<file path="config.mk">
export PLATFORM = sky130hd
export DESIGN_NAME = writeback_buffer
export DESIGN_NICKNAME = d
export VERILOG_FILES = /design/src/rtl/writeback_buffer.sv
export SDC_FILE = /design/constraint.sdc
export NUM_CORES = 2
export LEC_CHECK = 0
export ABC_AREA = 1
export CAP_MARGIN = 15
export CORE_UTILIZATION = 25
export DETAILED_ROUTE_END_ITERATION = 10
export GPL_TIMING_DRIVEN = 1
export SETUP_SLACK_MARGIN = 0.02
export SKIP_CTS_REPAIR_TIMING = 1
export SLEW_MARGIN = 40
export SYNTH_ARGS = -nofsm -noshare
export SYNTH_HDL_FRONTEND = slang
export SYNTH_SLANG_ARGS = --single-unit
</file>
<file path="constraint.sdc">
create_clock -name clk -period 16.4 [get_ports clk]
set_input_delay 2.46 -clock clk [delete_from_list [all_inputs] [get_ports clk]]
set_output_delay 2.46 -clock clk [all_outputs]
set_load 0.01 [all_outputs]
</file>
<file path="src/rtl/writeback_buffer.sv">
// Write-back (victim) buffer: queues dirty evicted cache lines in FIFO order,
// drains them to memory one line at a time, and lets a pending miss pick up a
// queued victim through a combinational lookup port.
module writeback_buffer #(
    parameter int DEPTH           = 4,
    parameter int ADDR_WIDTH      = 32,
    parameter int CACHE_LINE_SIZE = 256,
    parameter int OFFSET_BITS     = 5
) (
    input  logic                                clk,
    input  logic                                rst,
    input  logic                                push_valid,
    output logic                                push_ready,
    input  logic [ADDR_WIDTH-OFFSET_BITS-1:0]   push_line_addr,
    input  logic [CACHE_LINE_SIZE-1:0]          push_data,
    input  logic                                lookup_valid,
    input  logic [ADDR_WIDTH-OFFSET_BITS-1:0]   lookup_line_addr,
    output logic                                lookup_hit,
    output logic [CACHE_LINE_SIZE-1:0]          lookup_data,
    output logic                                mem_write,
    output logic [ADDR_WIDTH-1:0]               mem_addr,
    output logic [CACHE_LINE_SIZE-1:0]          mem_wdata,
    input  logic                                mem_resp,
    output logic                                empty,
    output logic                                full,
    output logic [$clog2(DEPTH+1)-1:0]          count
);

    localparam int LA = ADDR_WIDTH - OFFSET_BITS;
    localparam int PW = $clog2(DEPTH);
    localparam int CW = $clog2(DEPTH + 1);

    typedef enum logic [1:0] {
        S_IDLE  = 2'd0,
        S_WRITE = 2'd1,
        S_GAP   = 2'd2
    } state_t;

    state_t                     state_q;
    logic                       mem_write_q;
    logic [PW-1:0]              head_q;
    logic [PW-1:0]              tail_q;
    logic [CW-1:0]              count_q;
    logic [CW-1:0]              count_d;
    logic [DEPTH-1:0]           valid_q;
    logic [LA-1:0]              addr_q [DEPTH];
    logic [CACHE_LINE_SIZE-1:0] data_q [DEPTH];

    logic                       push_acc_s;
    logic                       pop_s;
    logic                       full_s;
    logic [PW-1:0]              lookup_idx_s;
    logic                       lookup_hit_s;
    logic [CACHE_LINE_SIZE-1:0] lookup_data_s;

    // Flags come straight from the registered count; a full buffer refuses
    // pushes even when the head pops in the same cycle.
    assign full_s     = (count_q == CW'(DEPTH));
    assign full       = full_s;
    assign empty      = (count_q == {CW{1'b0}});
    assign count      = count_q;
    assign push_ready = !full_s;
    assign push_acc_s = push_valid && !full_s;
    // mem_resp only has meaning while a write is outstanding.
    assign pop_s      = (state_q == S_WRITE) && mem_resp;

    // Occupancy next-state: simultaneous push and pop leaves count unchanged.
    always_comb begin
        count_d = count_q;
        case ({push_acc_s, pop_s})
            2'b10:   count_d = count_q + CW'(1);
            2'b01:   count_d = count_q - CW'(1);
            default: count_d = count_q;
        endcase
    end

    // Pointers, count and per-entry valid bits; reset drops all contents.
    always_ff @(posedge clk or posedge rst) begin
        if (rst) begin
            head_q  <= {PW{1'b0}};
            tail_q  <= {PW{1'b0}};
            count_q <= {CW{1'b0}};
            valid_q <= {DEPTH{1'b0}};
        end else begin
            count_q <= count_d;
            // Head and tail never coincide when both fire (buffer neither
            // empty nor full), so clearing and setting valid cannot collide.
            if (pop_s) begin
                valid_q[head_q] <= 1'b0;
                head_q          <= head_q + PW'(1);
            end else begin
                head_q <= head_q;
            end
            if (push_acc_s) begin
                valid_q[tail_q] <= 1'b1;
                tail_q          <= tail_q + PW'(1);
            end else begin
                tail_q <= tail_q;
            end
        end
    end

    // Entry payload storage; only meaningful where the valid bit is set.
    always_ff @(posedge clk) begin
        if (push_acc_s) begin
            addr_q[tail_q] <= push_line_addr;
            data_q[tail_q] <= push_data;
        end else begin
            addr_q[tail_q] <= addr_q[tail_q];
            data_q[tail_q] <= data_q[tail_q];
        end
    end

    // Drain FSM: one write in flight, then a single idle cycle before the next.
    always_ff @(posedge clk or posedge rst) begin
        if (rst) begin
            state_q     <= S_IDLE;
            mem_write_q <= 1'b0;
        end else begin
            case (state_q)
                S_IDLE: begin
                    if (count_q != {CW{1'b0}}) begin
                        state_q     <= S_WRITE;
                        mem_write_q <= 1'b1;
                    end else begin
                        state_q     <= S_IDLE;
                        mem_write_q <= 1'b0;
                    end
                end
                S_WRITE: begin
                    if (mem_resp) begin
                        state_q     <= S_GAP;
                        mem_write_q <= 1'b0;
                    end else begin
                        state_q     <= S_WRITE;
                        mem_write_q <= 1'b1;
                    end
                end
                S_GAP: begin
                    if (count_q != {CW{1'b0}}) begin
                        state_q     <= S_WRITE;
                        mem_write_q <= 1'b1;
                    end else begin
                        state_q     <= S_IDLE;
                        mem_write_q <= 1'b0;
                    end
                end
                default: begin
                    state_q     <= S_IDLE;
                    mem_write_q <= 1'b0;
                end
            endcase
        end
    end

    // The head entry cannot be overwritten while a write is outstanding, so
    // address and data stay stable until mem_resp.
    assign mem_write = mem_write_q;
    assign mem_addr  = mem_write_q ? {addr_q[head_q], {OFFSET_BITS{1'b0}}}
                                   : {ADDR_WIDTH{1'b0}};
    assign mem_wdata = mem_write_q ? data_q[head_q] : {CACHE_LINE_SIZE{1'b0}};

    // Lookup walks oldest to youngest so the youngest matching entry wins.
    always_comb begin
        lookup_hit_s  = 1'b0;
        lookup_data_s = {CACHE_LINE_SIZE{1'b0}};
        lookup_idx_s  = head_q;
        for (int i = 0; i < DEPTH; i++) begin
            lookup_idx_s = head_q + PW'(i);
            if (lookup_valid && valid_q[lookup_idx_s] &&
                (addr_q[lookup_idx_s] == lookup_line_addr)) begin
                lookup_hit_s  = 1'b1;
                lookup_data_s = data_q[lookup_idx_s];
            end else begin
                lookup_hit_s  = lookup_hit_s;
                lookup_data_s = lookup_data_s;
            end
        end
    end

    assign lookup_hit  = lookup_hit_s;
    assign lookup_data = lookup_data_s;

endmodule

</file>
==> flow_results.org <==
** Die
- Vertical extent of the die :: 543 µm
- Initial core utilization :: 0.251
- Total die area :: 0.295 mm²
- The floorplan step defined a core boundary enclosing 0.291 mm².
- Number of top-level pins :: 867
- Number of rows created at floorplan :: 198
- Floorplan die width :: 543 µm

** Drt
- Post-Route M1 WL :: 112 mm
- Via density per instance :: 4.64
- Total vias in the final route :: 66800
- Routed length on met2 :: 112 mm
- The highest metal layer carrying signal wires in the routed design is met5.
- DRC violation count after routing :: 0
- Post-route antenna net violation count :: 0
- In the final routed layout, each cell accounts on average for 17.7 µm.
- DRT Pass-1 Iters :: 6
- Amount of wire on met3 after detailed routing :: 21.7 mm
- Violation count after the first detailed-route iteration :: 5458
- Total routed wirelength :: 255 mm

** Timing
- Setup TNS after final layout :: 0 ns
- Final Hold Fails :: 0
- Share of the cycle needed by the critical path after routing :: 0.631
- Min Tclk post-route :: 10.34 ns
- Max Slew Vio Count :: 0
- Across the routed clock network, the largest skew measured is 0.0390 ns.
- Pin slew with the least headroom to its limit :: 1.05 ns
- Hold timing on the final database bottoms out at a slack of 0.525 ns.
- Unrepaired setup endpoints after global routing :: false
- Endpoints failing setup :: 0
- Slew margin rel. :: 0.297
- Fmax :: 0.0967 GHz

** Setup path
- Of all nets on the critical path, the largest fanout is 73.
- Data on the critical path is required at its endpoint by 13.94 ns.
- CP bufs+invs :: 7
- Slowest stage delay, CP :: 0.77 ns
- Critical-path cell list :: buf_12, inv_4, ha_4, buf_4, nand3_1, nand2_1, nand2_1, nand2_1, nand2_1, nor2_1, nand3_1, nor2_4, buf_6, buf_4, buf_4, a21oi_1, nand2_1, nand2_1, nand2_1, clkdlybuf4s50_1
- Cell family with the largest share of critical-path delay :: buffers and inverters
- Arrival time of the worst setup path :: 7.88 ns
- Critical path capture point type :: primary output
- Library cell appearing most often on the critical path :: sky130_fd_sc_hd__nand2_1
- The worst setup path is launched from a flop.
- The critical path in this run is classified as reg2out.
- Slowest CP cell :: sky130_fd_sc_hd__buf_4

** Clock tree
- The tree built by TritonCTS fans out to 1145 sinks.
- The H-tree generated during clock tree synthesis spans 4 levels.
- CTS tree :: built
- Clock transition at the registers of the reported paths :: 0.06 ns
- Counting along the longest clock path gives a buffer depth of 4.
- Clock latency on the worst-skew pair :: 0.80 ns
- Counting the buffers created by CTS gives 150.
- Root Buffer :: sky130_fd_sc_hd__clkbuf_16

** Layout
- Number of filler cells placed in the layout :: 30800
- Fraction of final layout cells sized beyond drive strength 1 :: 0.0408
- Relative area change from synthesis to final layout :: 22.5%
- Nets :: 10700

** Outcome
- Result of the run :: finished, final reports clean

** Place
- GP Congestion :: 0.891
- Port buffering added 861 buffers.
- Final HPWL from detailed placement :: 166 mm

** Global route
- Pin count of the biggest net entering global routing :: 275
- Global-route wire length before repair :: 376 mm
- In the global route stage, overall resource usage came out at 0.166.
- The via count of the first global-routing pass is 59900.
- Initial antenna violation count :: 83
- Residual overflow from global routing :: 0

** Synth
- Synthesis inferred 1145 register bits.
- Synth cell types :: 30
- Mapped Area :: 0.0732 mm²
- Syn. warnings :: 0
- Syn Inst Count :: 9926
- Mean area per synthesized cell :: 7.37 µm²
- Of the synthesized area, sequential elements account for 0.469.

** Pwr
- Power spread over the standard cell area amounts to 179 mW/mm².
- VDD IR-drop max :: 0.000202 V
- The completed layout was analyzed and its total power is 0.0161 W.
- The analysis attributes to cell leakage a power of 37.8 nW.

** Job
- The tool flagged a number of max-cap violations equal to 0.

** Worst hold path
- Class of the worst hold path :: reg2reg
power by group:
group	internal (W)	leakage [nW]	total, W	switching [W]
combinational	0.00283	25.0	0.00889	0.00606
clock	0.00185	2.27	0.00318	0.00133
sequential	0.00386	10.5	0.00403	0.000177
total	0.00853	37.8	0.0161	0.00757
final timing paths:
check                      slack [ns]  startpoint  depth (start not counted)          endpoint
hold / removal                   0.53  valid_q[1]                          2        valid_q[1]
min in group asynchronous        2.02         rst                          2        valid_q[1]
setup / recovery                 6.06   head_q[0]                         20  lookup_data[251]
setup reg to reg                11.99    count[2]                          8     data_q[3][98]
hold reg to reg                  0.53  valid_q[1]                          2        valid_q[1]
max in group asynchronous       13.97         rst                          2         head_q[1]
cells in the mapped netlist (all sizes together):
library cell  count  area [µm²]
a21oi           516        2580
buf             375        1880
clkbuf          356        1340
conb              1        3.75
dfrtp            13         325
edfxtp         1132       34000
fa                1        20.0
ha                9         113
inv            1246        4680
mux2i            87         871
nand2          3176       11900
nand3           544        2720
nand3b            2        15.0
nand4             3        18.8
nor2            363        1390
nor3              5        25.0
o211ai          256        1920
o21ai          1736        8690
o22ai             2        12.5
or2              87         544
xnor2             1        8.76
xor2             15         131
worst reg2reg max path, stage by stage, from the launching register on:
cell and delay, ns:
sky130_fd_sc_hd__dfrtp_1 0.40, sky130_fd_sc_hd__inv_1 0.09, sky130_fd_sc_hd__nor3_1 0.06, sky130_fd_sc_hd__inv_1 0.07
sky130_fd_sc_hd__nand2_1 0.39, sky130_fd_sc_hd__nor2_4 0.83, sky130_fd_sc_hd__buf_12 0.64, sky130_fd_sc_hd__buf_4 0.87
sky130_fd_sc_hd__buf_6 0.64
cells in the final DEF (no fill, tap or decap), types with 4 or more instances in the layout:
master	Yosys	layout
sky130_fd_sc_hd__buf_4	31	59
sky130_fd_sc_hd__nor2_4	3	8
sky130_fd_sc_hd__mux2i_1	87	87
sky130_fd_sc_hd__conb_1	1	5
sky130_fd_sc_hd__inv_1	1243	1241
sky130_fd_sc_hd__clkbuf_16	0	150
sky130_fd_sc_hd__clkinv_8	0	4
sky130_fd_sc_hd__clkdlybuf4s50_1	0	861
sky130_fd_sc_hd__nor2_1	359	355
sky130_fd_sc_hd__a21oi_1	516	516
sky130_fd_sc_hd__nand3_1	544	544
sky130_fd_sc_hd__dfrtp_1	13	11
sky130_fd_sc_hd__o21ai_1	19	19
sky130_fd_sc_hd__clkinv_1	0	27
sky130_fd_sc_hd__diode_2	0	32
sky130_fd_sc_hd__xor2_1	15	15
sky130_fd_sc_hd__nand2_1	3176	3176
sky130_fd_sc_hd__clkinv_2	0	27
sky130_fd_sc_hd__clkbuf_1	356	30
sky130_fd_sc_hd__bufinv_16	0	9
sky130_fd_sc_hd__inv_6	0	4
sky130_fd_sc_hd__clkbuf_8	0	4
sky130_fd_sc_hd__clkinvlp_4	0	5
sky130_fd_sc_hd__or2_2	87	87
sky130_fd_sc_hd__buf_6	4	26
sky130_fd_sc_hd__nor3_1	5	5
sky130_fd_sc_hd__ha_1	9	8
sky130_fd_sc_hd__o21ai_0	1717	1717
sky130_fd_sc_hd__edfxtp_1	1132	1132
sky130_fd_sc_hd__o211ai_1	256	256
sky130_fd_sc_hd__buf_12	0	21
sky130_fd_sc_hd__buf_16	0	7
metrics by stage:
stage                util  std cells  worst slack (ns)  area [µm²]
finish              0.308      14400              6.06       89700
detailed placement  0.291      14100              6.43       84700
global placement    0.290      14100              6.19       84500
CTS                 0.307      14300              5.50       89300
global route        0.308      14400              5.67       89700
floorplan               -       9930              1.00       73200
routing by layer:
layer  vias to the layer above  global-route usage
li1                      33500                   -
met1                     30400               0.218
met2                      2334               0.263
met3                       493              0.0403
met4                        78              0.0633
met5                         -                   0
flip-flops by register name, indices dropped and copies added (netlist names):
| register | cells |
|---|---|
| state_q | 2 |
| valid_q | 4 |
| head_q | 2 |
| data_q | 1024 |
| count | 3 |
| addr_q | 108 |
| tail_q | 2 |
layout make-up:
type                       instances  area (µm²)  share of cell area
sequential                      1145       34300               0.383
inverter                        1246        4700              0.0524
tap                             3900        4880              0.0544
multi-input combinational       6808       31000               0.346
antenna                           32        80.1            0.000893
clock inverter                    80         723             0.00806
clock buffer                     184        3920              0.0437
timing repair buffer             977       10000               0.112
kinds of logic after synthesis:
family	share of synthesized area
xor gates and xnor gates	0.00191
adders and majority gates	0.00181
DFF	0.469
other	0.0000512
AOI/OAI and AO/OA	0.180
muxes	0.0119
and+or+nand+nor	0.227
buffers and inverters	0.108
Power figures use the tool's default switching activity.
